==> src/rtl/serial_to_parallel_aligned.sv <==
// Serial-to-parallel deserialiser with COM-symbol word alignment and lock detection.
// Presents aligned words once locked and pulses VALID_OUT for real data words.
module serial_to_parallel_aligned #(
  parameter int unsigned       WIDTH      = 8,
  parameter logic [WIDTH-1:0]  COM        = WIDTH'(8'hBC),
  parameter logic [WIDTH-1:0]  IDL        = WIDTH'(8'h7C),
  parameter int unsigned       LOCK_COUNT = 4,
  parameter bit                MSB_FIRST  = 1'b1
) (
  input  logic             CLK,
  input  logic             RESET,
  input  logic             DATA_IN,
  output logic [WIDTH-1:0] DATA_OUT,
  output logic             VALID_OUT,
  output logic             ACTIVE,
  output logic             ALIGNED
);

  localparam int unsigned       CNT_W    = $clog2(WIDTH);
  localparam logic [CNT_W-1:0]  LAST_BIT = CNT_W'(WIDTH - 1);
  localparam logic [3:0]        LOCK_CNT = 4'(LOCK_COUNT);

  typedef enum logic [1:0] {
    ST_HUNT,
    ST_SYNC,
    ST_ACTIVE
  } state_e;

  state_e           state_q, state_d;
  logic [WIDTH-1:0] sr_q, sr_d;
  logic [CNT_W-1:0] bit_cnt_q, bit_cnt_d;
  logic [3:0]       com_cnt_q, com_cnt_d;
  logic [WIDTH-1:0] dout_q, dout_d;
  logic             valid_q, valid_d;
  logic             active_q, active_d;
  logic             aligned_q, aligned_d;

  logic [WIDTH-1:0] cand;
  logic             boundary;
  logic             is_com;
  logic             is_idl;

  // Candidate word: stored bits plus the bit arriving this cycle.
  always_comb begin
    if (MSB_FIRST) begin
      cand = {sr_q[WIDTH-2:0], DATA_IN};
    end else begin
      cand = {DATA_IN, sr_q[WIDTH-1:1]};
    end
  end

  assign boundary = (bit_cnt_q == LAST_BIT);
  assign is_com   = (cand == COM);
  assign is_idl   = (cand == IDL);

  // Next-state and output decisions.
  always_comb begin
    state_d   = state_q;
    sr_d      = cand;
    bit_cnt_d = boundary ? '0 : bit_cnt_q + CNT_W'(1);
    com_cnt_d = com_cnt_q;
    dout_d    = dout_q;
    valid_d   = 1'b0;

    case (state_q)
      ST_HUNT: begin
        if (is_com) begin
          com_cnt_d = 4'd1;
          bit_cnt_d = '0;
          state_d   = (LOCK_COUNT == 1) ? ST_ACTIVE : ST_SYNC;
        end
      end
      ST_SYNC: begin
        if (boundary) begin
          if (is_com) begin
            if (com_cnt_q + 4'd1 >= LOCK_CNT) begin
              com_cnt_d = LOCK_CNT;
              state_d   = ST_ACTIVE;
            end else begin
              com_cnt_d = com_cnt_q + 4'd1;
            end
          end else begin
            com_cnt_d = 4'd0;
            state_d   = ST_HUNT;
          end
        end
      end
      ST_ACTIVE: begin
        if (boundary) begin
          dout_d  = cand;
          // COM wins over IDL when the two symbols alias.
          valid_d = !is_com && !is_idl;
        end
      end
      default: begin
        state_d = ST_HUNT;
      end
    endcase

    active_d  = (state_d == ST_ACTIVE);
    aligned_d = (state_d != ST_HUNT);
  end

  always_ff @(posedge CLK or negedge RESET) begin
    if (!RESET) begin
      state_q   <= ST_HUNT;
      sr_q      <= '0;
      bit_cnt_q <= '0;
      com_cnt_q <= 4'd0;
      dout_q    <= '0;
      valid_q   <= 1'b0;
      active_q  <= 1'b0;
      aligned_q <= 1'b0;
    end else begin
      state_q   <= state_d;
      sr_q      <= sr_d;
      bit_cnt_q <= bit_cnt_d;
      com_cnt_q <= com_cnt_d;
      dout_q    <= dout_d;
      valid_q   <= valid_d;
      active_q  <= active_d;
      aligned_q <= aligned_d;
    end
  end

  assign DATA_OUT  = dout_q;
  assign VALID_OUT = valid_q;
  assign ACTIVE    = active_q;
  assign ALIGNED   = aligned_q;

endmodule
==> config.mk <==
export PLATFORM = sky130hd
export DESIGN_NAME = serial_to_parallel_aligned
export DESIGN_NICKNAME = d
export VERILOG_FILES = /design/src/rtl/serial_to_parallel_aligned.sv
export SDC_FILE = /design/constraint.sdc
export NUM_CORES = 1
export LEC_CHECK = 0
export BUFFER_PORTS_ARGS = -buffer_cell sky130_fd_sc_hd__buf_2
export CAP_MARGIN = 30
export CORE_ASPECT_RATIO = 1.1
export CORE_MARGIN = 4
export CORE_UTILIZATION = 35
export DETAILED_ROUTE_END_ITERATION = 10
export PLACE_DENSITY = 0.63
export SYNTH_ARGS = -nofsm -noshare
export SYNTH_HDL_FRONTEND = slang
export SYNTH_SLANG_ARGS = --single-unit
==> constraint.sdc <==
create_clock -name CLK -period 4.35 [get_ports CLK]
set_input_delay 0.87 -clock CLK [delete_from_list [all_inputs] [get_ports CLK]]
set_output_delay 0.87 -clock CLK [all_outputs]
set_load 0.02 [all_outputs]
# Word level (Yosys, flattened, before mapping)
# Cells that the tools add are included.
# Widths: inputs -> output; s select.
[word_totals]
ff_bits = 27
out_inout_bits = 11
[classes]
n_addsub = 2
magnitude_cmp = 1
n_eq_ne = 8
muxes = 15
n_reduce_logical = 8
[op_table]
columns = ["op", "count"]
rows = [
  ["$mux 4", 4],
  ["$mux 3", 3],
  ["$eq 8x7->1 const B", 1],
  ["$eq 8x8->1 const B", 1],
  ["$mux 2", 4],
  ["$pmux 4 s2", 1],
  ["$pmux 2 s3", 1],
  ["$add 4x1->4 const B", 1],
  ["$eq 2x2->1 const B", 2],
  ["$ge 4x3->1 const B", 1],
  ["$ne 2x2->1 const B", 2],
  ["$reduce_bool 2->1", 2],
  ["$add 3x1->3 const B", 1],
  ["$eq 3x3->1 const B", 1],
  ["$reduce_and 3->1", 1],
  ["$eq 2x1->1 const B", 1],
  ["$logic_not 1->1", 2],
  ["$logic_not 2->1", 1],
  ["$mux 1", 2],
  ["$reduce_and 2->1", 1],
  ["$logic_and 1x1->1", 1],
]

# Depth between registers and ports, before layout
[depth]
word_depth = 7
depth_mapped = 6
mapped_depth_nobuf = 6

# Worst setup path before layout
# Ideal clock, no wire load.
[synth_timing]
path_type = "in2reg"
from = "in DATA_IN"
to = "reg com_cnt_q[1]"
setup_time_ns = 0.129
arrival_ns = 1.719
slack_ns = 2.502
stages = 4
path_buffers = 0
path_cell_list = "and4bb_1 -> and4_4 -> nor3b_4 -> o21ai_1"
[synth_between]
elab_chain_cells = 4
[synth_rtl]
columns = ["item", "line_no", "source"]
rows = [
  ["from (decl)", "12", "input logic DATA_IN,"],
  ["$eq 8x8->1 (*)", "53", "assign is_com = (cand == COM);"],
  ["$mux 4", "75", "if (is_com) begin"],
  ["$mux 4", "74", "if (boundary) begin"],
  ["$pmux 4 s2", "65", "case (state_q)"],
  ["to (signal assigned)", "118", "com_cnt_q <= com_cnt_d;"],
  ["to (decl)", "32", "logic [3:0] com_cnt_q, com_cnt_d;"],
]
# Mark *: on every way between the ends. The rest lies on a longest branch, timed or not. The select of a mux whose other input is x is not followed.
# A chain may end at the register's enable or synchronous reset.

# Final worst setup path
[layout_timing]
from = "reg bit_cnt_q[0]"
to = "reg dout_q[5] (netlist: DATA_OUT[5])"
[layout_between]
elab_chain_cells = 2
[layout_rtl]
columns = ["item", "line_no", "source"]
rows = [
  ["from (decl)", "31", "logic [CNT_W-1:0] bit_cnt_q, bit_cnt_d;"],
  ["from (signal assigned)", "117", "bit_cnt_q <= bit_cnt_d;"],
  ["$eq 3x3->1", "52", "assign boundary = (bit_cnt_q == LAST_BIT);"],
  ["$reduce_and 2->1 (no line)", "-", ""],
  ["to (signal assigned)", "119", "dout_q <= dout_d;"],
  ["to (decl)", "33", "logic [WIDTH-1:0] dout_q, dout_d;"],
]
# No other way between the ends.

==> flow_summary.toml <==
[final_layout]
syn_to_final_growth_pct = 12.6
final_util_pct = 41.9
drive_gt1_share_pct = 31.1
finalNetCount = 97
diodes = 0

[floorplan]
ios = 14
die_h_um = 65.5
start_util_pct = 37.2
die_w_um = 60.3
core_area_sq_um = 2830
die-area_sq_um = 3940
row_count = 20

[power]
switching_share_pct = 22.1
clkPwrFrac_pct = 27.0
pwr-share-seq_pct = 68.0
internal_power_mw = 0.301
vdd_drop_max_uv = 210
switchingPower_mw = 0.0853
power.leakage_nw = 0.534
totalPowerFinal_mw = 0.386
combPwrFrac_pct = 5.0
pwr_density_cell_nw_per_um2 = 326

[logic_synthesis]
synth_area_leader_cell = "dfrtp_1"
ys_seq_elements = 27
synth_top_area_share_pct = 64.3
seq_area_frac_synth_pct = 64.3
netlist-cell-type-count = 28
syn_avg_cell_area_sq_um = 14.4
syn_inst = 73
synth-edff-count = 0
synth_area_sq_um = 1050
synth_top_cells_by_area = "dfrtp_1, mux2_2, ha_1"
synth_commonest_cells = "dfrtp_1, mux2_2, nand2_1, ha_1, nor2b_1"
post-synth-top-count-cell = "dfrtp_1"
yosys_warnings = 0
synth_ff_type = "dfrtp_1"
synth-async-reset-ratio_pct = 100
synthesis.nets = 79

[clock_tree]
cts_tree = "built"
cts_sinks = 27
ctsHoldBuffers = 0
postCtsResizedCells = 0
cts_buffers = 3
htree_levels = 1
post_cts.repair.setup_buffers = 0
clkLatencyLatePin_ns = 0.31
clkTransAtPathRegs_ns = 0.14
clock_path_buffers = 2
ctsRootBufferMaster = "clkbuf_4"

[critical_path]
cp-end-kind = "flop"
slowest_stage = "dfrtp_1"
critPathLaunchType = "flop"
crit_path_frequent_cell = "ha_1"
cp.required_ns = 4.56
crit_chain = "ha_1 > ha_1 > nand3b_1 > mux2_2"
worstSetupPathType = "reg -> reg"
slowest_delay_ns = 0.41
timing.critical_path.buf_inv = 0
arrival_ns = 1.96
crit_family = "adder cells"
worstPathMaxFanout = 9

[min_path]
min_path_type = "reg -> reg"

[run]
maxCapViolations = 0

[routing]
dr.pass1.iters = 2
drt-wirelength-per-cell_um = 13.4
ant_nets = 0
drc = 0
vias_per_cell = 5.10
via_count = 627
wirelength_um = 1650
drt-initial-drc-count = 22

[sta]
max_slew_margin_pct = 62.2
setup_violations = 0
fin_skew_ns = 0.00298
setup_tns_ns = 0
period_needed_ns = 1.75
rsz0062_at_grt = "no"
tightest_slew_ns = 0.567
layout_worst_path_cycle_share_pct = 40.2
timing_hold_violations_final = 0
slew_viol_final = 0
fmaxAchievable_mhz = 572

[global_routing]
grt_overflow = 0
grt_max_degree = 28
grt_usage_pct = 9.67
grt_pass1_vias = 662
grt_pass1_wl_um = 2920
antenna_found_initial = 0

[placed_design]
detailed_place_hpwl_um = 1220
routabilityCongestion = 0.726
port_buffers = 13

[outcome]
outcome = "finished, final reports clean"
-- power by group through the flow --
| stage | logic, mW | clock network [mW] | registers (mW) |
|---|---|---|---|
| finish | 0.0193 | 0.104 | 0.263 |
| global route | 0.0217 | 0.119 | 0.264 |
| floorplan | 0.00468 | 0 | 0.271 |
| global placement | 0.0198 | 0 | 0.267 |
| CTS | 0.0202 | 0.108 | 0.263 |
| detailed placement | 0.0201 | 0 | 0.267 |
-- metal layers --
| metal | wire, um | up-vias | GRT usage [%] | part of all wire [%] |
|---|---|---|---|---|
| met5 | 0 | - | 0 | 0 |
| met4 | 0 | 0 | 3.32 | 0 |
| met3 | 76 | 0 | 1.96 | 4.6 |
| met2 | 830 | 10 | 16.4 | 50 |
| met1 | 738 | 321 | 12.0 | 45 |
| li1 | - | 296 | - | - |
-- flip-flops by register name (all words and copies together) (netlist names) --
register	cells
bit_cnt_q	3
sr_q	7
ALIGNED	1
com_cnt_q	4
DATA_OUT	8
ACTIVE	1
VALID_OUT	1
state_q	2
-- cell type report --
class | instances | area, sq um
clock buffer | 4 | 26.3
fill | 274 | 1640
inverter | 1 | 3.75
multi-input combinational | 45 | 372
sequential | 27 | 676
tap | 33 | 41.3
timing repair buffer | 13 | 65.1
-- placed cells by master, fill, tap and decap left out --
cell / n
o21bai_1: 1
nand4b_1: 1
nor4b_1: 1
a211o_1: 1
buf_2: 13
nand2_1: 6
a31oi_1: 1
xor2_1: 1
and4bb_1: 1
a41oi_2: 1
nand3b_1: 2
o21ai_0: 1
clkbuf_4: 3
ha_1: 3
nor3_1: 2
nor3b_4: 1
dfrtp_1: 27
nor2_1: 2
clkbuf_1: 1
mux2_2: 8
and4_4: 1
or2_1: 1
nand2b_1: 1
inv_1: 1
o311ai_0: 1
a21bo_2: 1
a41oi_1: 1
nand3_1: 1
nor3b_1: 1
o21ai_1: 1
nor2b_1: 3
-- path summary, 6_finish.rpt --
kind / end / cells past startpoint / from / slack, ns
worst min register to register: sr_q[3] / 0 / sr_q[2] / 0.41
min in group asynchronous: bit_cnt_q[2] / 1 / RESET / 0.53
worst max register to register: DATA_OUT[5] / 4 / bit_cnt_q[0] / 2.60
worst min-delay path: sr_q[3] / 0 / sr_q[2] / 0.41
max in group asynchronous: DATA_OUT[4] / 1 / RESET / 3.45
worst max-delay path: DATA_OUT[5] / 4 / bit_cnt_q[0] / 2.60
-- kinds of logic after synthesis --
| kind of cell | Yosys count | synth area share (%) |
|---|---|---|
| and+or+nand+nor | 24 | 15.1 |
| xor gates and xnor gates | 1 | 0.833 |
| adders and majority gates | 3 | 3.57 |
| muxes | 8 | 8.57 |
| AOI/OAI and AO/OA | 9 | 7.26 |
| buffers and inverters | 1 | 0.357 |
| DFF | 27 | 64.3 |
-- worst reg2reg max path, delay by kind of cell (launching register included) --
kind,cells,cell delay (ns)
adders and majority gates,2,0.46
DFF,1,0.41
and+or+nand+nor,1,0.39
muxes,1,0.39
-- metrics by stage --
step	hold slack, ns	cell area [sq um]	worst slack [ns]	std cells
final	0.412	1180	2.60	123
after floorplan	0.363	1050	2.50	73
after detailed placement	0.379	1160	2.25	119
after CTS	0.416	1180	2.57	123
after global routing	0.437	1180	2.49	123
after global placement	0.385	1160	2.32	119
Note: power is estimated with default switching activity, not from simulation.
